==> config.mk <==
export PLATFORM = sky130hd
export DESIGN_NAME = lsu_mem_ctrl
export DESIGN_NICKNAME = d
export VERILOG_FILES = /design/src/rtl/lsu_pkg.sv /design/src/rtl/lsu_addr_gen.sv /design/src/rtl/lsu_mem_ctrl.sv
export SDC_FILE = /design/constraint.sdc
export NUM_CORES = 1
export LEC_CHECK = 0
export ABC_AREA = 0
export BUFFER_PORTS_ARGS = -buffer_cell sky130_fd_sc_hd__buf_2
export CAP_MARGIN = 20
export CORE_ASPECT_RATIO = 0.6
export CORE_MARGIN = 2
export CORE_UTILIZATION = 48
export CTS_CLUSTER_SIZE = 25
export DETAILED_ROUTE_END_ITERATION = 10
export PLACE_DENSITY = 0.9
export SKIP_LAST_GASP = 1
export SLEW_MARGIN = 5
export SYNTH_ARGS = -nofsm -noshare
export SYNTH_HDL_FRONTEND = slang
export SYNTH_HIERARCHICAL = 1
export SYNTH_SLANG_ARGS = --single-unit
==> constraint.sdc <==
create_clock -name clk -period 2 [get_ports clk]
set_input_delay 0.2 -clock clk [delete_from_list [all_inputs] [get_ports clk]]
set_output_delay 0.2 -clock clk [all_outputs]
set_load 0.03 [all_outputs]
==> src/rtl/lsu_pkg.sv <==
// Shared types, defaults and helpers for the load/store controller.
`timescale 1ns/1ps
package lsu_pkg;

    // Controller states
    typedef enum logic [0:0] {
        IDLE   = 1'b0,
        ACCESS = 1'b1
    } lsu_state_e;

    // Default parameter values
    localparam int DEF_DATA_W     = 16;
    localparam int DEF_ADDR_W     = 16;
    localparam int DEF_OFF_W      = 4;
    localparam int DEF_ADDR_SHIFT = 1;
    localparam int DEF_TIMEOUT    = 15;

    // Internal width used for address arithmetic before truncation to ADDR_W
    localparam int EA_W = 32;

    // Scale an already sign-extended offset by the access granularity
    function automatic logic [EA_W-1:0] sext_shift(input logic signed [EA_W-1:0] off,
                                                   input int                     shift);
        logic signed [EA_W-1:0] scaled;
        scaled = off <<< shift;
        return scaled;
    endfunction

endpackage

==> src/rtl/lsu_addr_gen.sv <==
// Combinational effective-address generator: base + (sext(offset) << ADDR_SHIFT),
// wrapping modulo 2^ADDR_W. With LSU_ALIGN_CHECK_EN the base keeps its low bits
// and misalign reports a sum that is not a multiple of 2^ADDR_SHIFT; otherwise
// the base low bits are cleared and misalign is always 0.
`timescale 1ns/1ps
module lsu_addr_gen
    import lsu_pkg::*;
#(
    parameter int DATA_W     = DEF_DATA_W,
    parameter int ADDR_W     = DEF_ADDR_W,
    parameter int OFF_W      = DEF_OFF_W,
    parameter int ADDR_SHIFT = DEF_ADDR_SHIFT
) (
    input  logic [DATA_W-1:0] rs_data,
    input  logic [OFF_W-1:0]  offset,
    output logic [ADDR_W-1:0] ea,
    output logic              misalign
);

    logic signed [EA_W-1:0] off_ext;
    logic [EA_W-1:0]        base_full;
    logic [EA_W-1:0]        base_eff;
    logic [EA_W-1:0]        low_mask;
    logic [EA_W-1:0]        sum_full;
    logic                   unused_sum;

    // Extend, scale and add; the upper sum bits fall away on truncation
    always_comb begin
        off_ext   = EA_W'($signed(offset));
        base_full = EA_W'(rs_data);
        low_mask  = (EA_W'(1) << ADDR_SHIFT) - EA_W'(1);
`ifdef LSU_ALIGN_CHECK_EN
        base_eff  = base_full;
`else
        base_eff  = base_full & ~low_mask;
`endif
        sum_full  = base_eff + sext_shift(off_ext, ADDR_SHIFT);
        ea        = sum_full[ADDR_W-1:0];
        misalign  = |(sum_full & low_mask);
    end

    assign unused_sum = ^sum_full;

endmodule

==> src/rtl/lsu_mem_ctrl.sv <==
// Load/store controller between the MEM stage and a multi-cycle data memory.
// Accepts one request while idle, holds the memory request until mem_ack or a
// TIMEOUT-cycle watchdog expires, and stalls the pipeline meanwhile.
// Optional macro LSU_ALIGN_CHECK_EN: misaligned requests are refused with an
// err pulse instead of having their low address bits masked.
`timescale 1ns/1ps
module lsu_mem_ctrl
    import lsu_pkg::*;
#(
    parameter int DATA_W     = DEF_DATA_W,
    parameter int ADDR_W     = DEF_ADDR_W,
    parameter int OFF_W      = DEF_OFF_W,
    parameter int ADDR_SHIFT = DEF_ADDR_SHIFT,
    parameter int TIMEOUT    = DEF_TIMEOUT
) (
    input  logic              clk,
    input  logic              rst_n,
    input  logic              req_valid,
    input  logic              req_wr,
    input  logic [DATA_W-1:0] rs_data,
    input  logic [DATA_W-1:0] rt_data,
    input  logic [OFF_W-1:0]  offset,
    output logic              req_ready,
    output logic              stall,
    output logic              mem_en,
    output logic              mem_wr,
    output logic [ADDR_W-1:0] mem_addr,
    output logic [DATA_W-1:0] mem_wdata,
    input  logic [DATA_W-1:0] mem_rdata,
    input  logic              mem_ack,
    output logic              ld_valid,
    output logic [DATA_W-1:0] ld_data,
    output logic              err
);

    localparam int             CNT_W    = (TIMEOUT > 1) ? $clog2(TIMEOUT) : 1;
    localparam logic [CNT_W-1:0] CNT_LAST = CNT_W'(TIMEOUT - 1);

    lsu_state_e        state_q,     state_d;
    logic [CNT_W-1:0]  cnt_q,       cnt_d;
    logic              mem_en_q,    mem_en_d;
    logic              mem_wr_q,    mem_wr_d;
    logic [ADDR_W-1:0] mem_addr_q,  mem_addr_d;
    logic [DATA_W-1:0] mem_wdata_q, mem_wdata_d;
    logic              ld_valid_q,  ld_valid_d;
    logic [DATA_W-1:0] ld_data_q,   ld_data_d;
    logic              err_q,       err_d;

    logic [ADDR_W-1:0] ea;
    logic              misalign;
    logic              align_fault;

    lsu_addr_gen #(
        .DATA_W     (DATA_W),
        .ADDR_W     (ADDR_W),
        .OFF_W      (OFF_W),
        .ADDR_SHIFT (ADDR_SHIFT)
    ) u_addr_gen (
        .rs_data  (rs_data),
        .offset   (offset),
        .ea       (ea),
        .misalign (misalign)
    );

`ifdef LSU_ALIGN_CHECK_EN
    assign align_fault = misalign;
`else
    logic unused_misalign;
    assign unused_misalign = misalign;
    assign align_fault     = 1'b0;
`endif

    // Next-state and next-output decode; pulses default low every cycle
    always_comb begin
        state_d     = state_q;
        cnt_d       = cnt_q;
        mem_en_d    = mem_en_q;
        mem_wr_d    = mem_wr_q;
        mem_addr_d  = mem_addr_q;
        mem_wdata_d = mem_wdata_q;
        ld_valid_d  = 1'b0;
        ld_data_d   = ld_data_q;
        err_d       = 1'b0;
        case (state_q)
            IDLE: begin
                if (req_valid) begin
                    if (align_fault) begin
                        err_d = 1'b1;
                    end else begin
                        mem_addr_d  = ea;
                        mem_wr_d    = req_wr;
                        mem_wdata_d = rt_data;
                        cnt_d       = '0;
                        mem_en_d    = 1'b1;
                        state_d     = ACCESS;
                    end
                end
            end
            ACCESS: begin
                if (mem_ack) begin
                    if (!mem_wr_q) begin
                        ld_data_d  = mem_rdata;
                        ld_valid_d = 1'b1;
                    end
                    mem_en_d = 1'b0;
                    mem_wr_d = 1'b0;
                    state_d  = IDLE;
                end else if (cnt_q == CNT_LAST) begin
                    err_d    = 1'b1;
                    mem_en_d = 1'b0;
                    mem_wr_d = 1'b0;
                    state_d  = IDLE;
                end else begin
                    cnt_d = cnt_q + CNT_W'(1);
                end
            end
            default: state_d = IDLE;
        endcase
    end

    // State, watchdog counter and registered outputs
    always_ff @(posedge clk) begin
        if (!rst_n) begin
            state_q     <= IDLE;
            cnt_q       <= '0;
            mem_en_q    <= 1'b0;
            mem_wr_q    <= 1'b0;
            mem_addr_q  <= '0;
            mem_wdata_q <= '0;
            ld_valid_q  <= 1'b0;
            ld_data_q   <= '0;
            err_q       <= 1'b0;
        end else begin
            state_q     <= state_d;
            cnt_q       <= cnt_d;
            mem_en_q    <= mem_en_d;
            mem_wr_q    <= mem_wr_d;
            mem_addr_q  <= mem_addr_d;
            mem_wdata_q <= mem_wdata_d;
            ld_valid_q  <= ld_valid_d;
            ld_data_q   <= ld_data_d;
            err_q       <= err_d;
        end
    end

    assign req_ready = (state_q == IDLE);
    assign stall     = req_valid & ~req_ready;
    assign mem_en    = mem_en_q;
    assign mem_wr    = mem_wr_q;
    assign mem_addr  = mem_addr_q;
    assign mem_wdata = mem_wdata_q;
    assign ld_valid  = ld_valid_q;
    assign ld_data   = ld_data_q;
    assign err       = err_q;

endmodule

==> flow_summary_export.csv <==
group,metric,value,unit
outcome,outcome,"completed",
timing,fin_setup_tns,0,ns
layout,fin_cells,544,
power,power_leakage,0.00174,uW
timing,rsz0062_at_grt,"false",
power,p_per_area,847,nW/um2
floorplanning,ios,111,
clock_tree,cts_sinks,57,
timing,max_freq,551,MHz
setup_path,r2r_end,"ld_data[9]$_SDFFE_PN0P_",
placed_design,place.port_buffers,109,
timing,tightest_slew,0.742,ns
setup_path,crit_path_start_kind,"input port",
yosys,avgSynthCellArea,8.08,um2
power,p_comb_share,22.4,%
clock_tree,htree_levels,3,
timing,setup_viol,0,
detailed_routing,first_pass_iters,4,
setup_path,slowest_stage,"ha_1",
power,clkPwrFrac,37.2,%
grt,antenna_found_initial,0,
setup_path,critPathMaxStageDelay,0.31,ns
floorplanning,core-area,5570,um2
placed_design,place_area,3410,um2
yosys,synth_nets,416,
timing,period_share,90.8,%
floorplanning,dieArea,6400,um2
layout,utilization,65.0,%
setup_path,ff2ff_path_depth,3,
yosys,syn_inst,342,
setup_path,path_cells,"buf_2, ha_1, a21o_1, a21oi_2, a21boi_2, buf_4, a221oi_2, xnor2_1, nand2_1, a21oi_1",
layout,area_delta_synth_final,31.2,%
setup_path,rr_startpoint,"state_q$_SDFF_PN0_",
grt,grt_pass1_vias,2584,
setup_path,path_max_fanout,12,
detailed_routing,vias,2707,
placed_design,dp_hpwl,5300,um
clock_tree,numCtsBuffers,9,
layout,fillers,476,
timing,finalHoldViolCount,0,
setup_path,r2r_setup_slack,0.56,ns
timing,finClkSkew,0.00672,ns
layout,nets,533,
clock_tree,clk_pin_slew,0.06,ns
placed_design,place.gp.congestion,0.887,
detailed_routing,drt_iter0_markers,112,
power,ir_drop,0.524,mV
grt,grt_pass1_wl,11300,um
power,internal-power,2160,uW
hold_path,min_from,"rt_data[7]",
power,pwr-share-seq,40.4,%
floorplanning,rows,21,
grt,grt_usage,22.5,%
hold_path,min_path_type,"input port to flop",
floorplanning,chipHeight,62.8,um
detailed_routing,routed_wl,7040,um
layout,final_area,3620,um2
clock_tree,cts_tree,"yes",
layout,drive_gt1_share,32.8,%
clock_tree,cts_root_buf,"clkbuf_8",
grt,overflow,0,
power,switching_share,29.6,%
run,max_cap_viol_count,0,
timing,holdWs,0.105,ns
yosys,synth_warnings,6,
power,power.switching,908,uW
detailed_routing,ant_nets,0,
grt,grt_max_degree,44,
hold_path,holdPathEnd,"mem_wdata[7]$_SDFFE_PN0P_",
hold_path,holdPathStages,3,
detailed_routing,wl_per_cell,12.9,um
layout,antenna_cells,0,
clock_tree,cts.path.max_buffers,2,
setup_path,cp.arrival,2.06,ns
floorplanning,dieWidth,102,um
setup_path,path_class,"input port to flop",
detailed_routing,drt-vias-per-instance,4.98,
clock_tree,clkLatencyLatePin,0.33,ns
yosys,syn-cell-area,2760,um2
clock_tree,cts_hold_buf,0,
timing,slew_viol_final,0,
setup_path,worstPathRequired,2.25,ns
timing,layout_min_cycle_time,1.82,ns
detailed_routing,drcViolationCount,0,
setup_path,cp-end-kind,"flop",
placed_design,place_inst,528,
floorplanning,initial_core_util,49.6,%
timing,slew_headroom,50.5,%
cell type report:
| cell class | count | area (um2) | area share [%] |
|---|---|---|---|
| clock buffer | 10 | 128 | 3.52 |
| sequential | 57 | 1140 | 31.5 |
| multi-input combinational | 262 | 1500 | 41.3 |
| timing repair buffer | 124 | 658 | 18.2 |
| inverter | 5 | 18.8 | 0.518 |
| tap | 80 | 100 | 2.76 |
| clock inverter | 6 | 82.6 | 2.28 |
registers in the layout (all words and copies together) (netlist names):
| name | flops |
|---|---|
| mem_en | 1 |
| ld_data | 16 |
| err | 1 |
| mem_addr | 16 |
| state_q | 1 |
| cnt_q | 4 |
| mem_wr | 1 |
| mem_wdata | 16 |
| ld_valid | 1 |
worst max-delay path: cells and delay by family:
kind                     cells  cell delay, ns
AO/OA/AOI/OAI                5            0.91
buffers and inverters        2            0.41
adder cells (fa/ha/maj)      1            0.31
XOR/XNOR                     1            0.17
AND/OR/NAND/NOR              1            0.07
cells in the final DEF (no fill, tap or decap), types with 4 or more instances in the layout:
cell type,instances
nand2_1,106
ha_1,16
nand3_1,7
clkbuf_8,9
xnor2_1,8
buf_4,15
buf_2,109
dfxtp_1,57
inv_1,4
and3_1,4
a21oi_1,57
nor2_1,12
a21o_1,4
power groups by stage:
stage	sequential, uW	combinational (uW)	clock (uW)
floorplan	1390	343	0
global placement	1260	662	0
detailed placement	1260	680	0
CTS	1240	683	1170
global route	1250	753	1230
finish	1240	686	1140
per-layer routing:
layer  up-vias  track usage, %  wire length (um)
li1       1395               -                 -
met1      1202            27.8              3280
met2       105            35.9              3010
met3         5            9.28               714
met4         0            6.67                41
met5         -               0                 0
per-stage QoR:
step                setup WS [ns]  power, uW
floorplan                   0.197       1730
global placement          -0.0593       1920
detailed placement         -0.132       1950
CTS                         0.209       3090
global route               0.0353       3230
finish                      0.184       3070
worst max path at each step:
| stage | endpoint | depth (start not counted) | start | slack, ns |
|---|---|---|---|---|
| after floorplan | mem_addr[13]$_SDFFE_PN0P_ | 9 | offset[0] | 0.20 |
| after global routing | mem_addr[9]$_SDFFE_PN0P_ | 9 | offset[0] | 0.04 |
| after CTS | mem_addr[13]$_SDFFE_PN0P_ | 9 | offset[3] | 0.21 |
| after detailed placement | mem_addr[13]$_SDFFE_PN0P_ | 9 | offset[3] | -0.13 |
| final | mem_addr[14]$_SDFFE_PN0P_ | 10 | offset[3] | 0.18 |
| after global placement | mem_addr[13]$_SDFFE_PN0P_ | 10 | offset[0] | -0.06 |
repair_timing:
item / CTS / global route
gates resized for setup: 0 / 1
buffers inserted: 0 / 0
endpoints found under the setup margin: 0 / 2
Note: power is estimated with default switching activity, not from simulation.
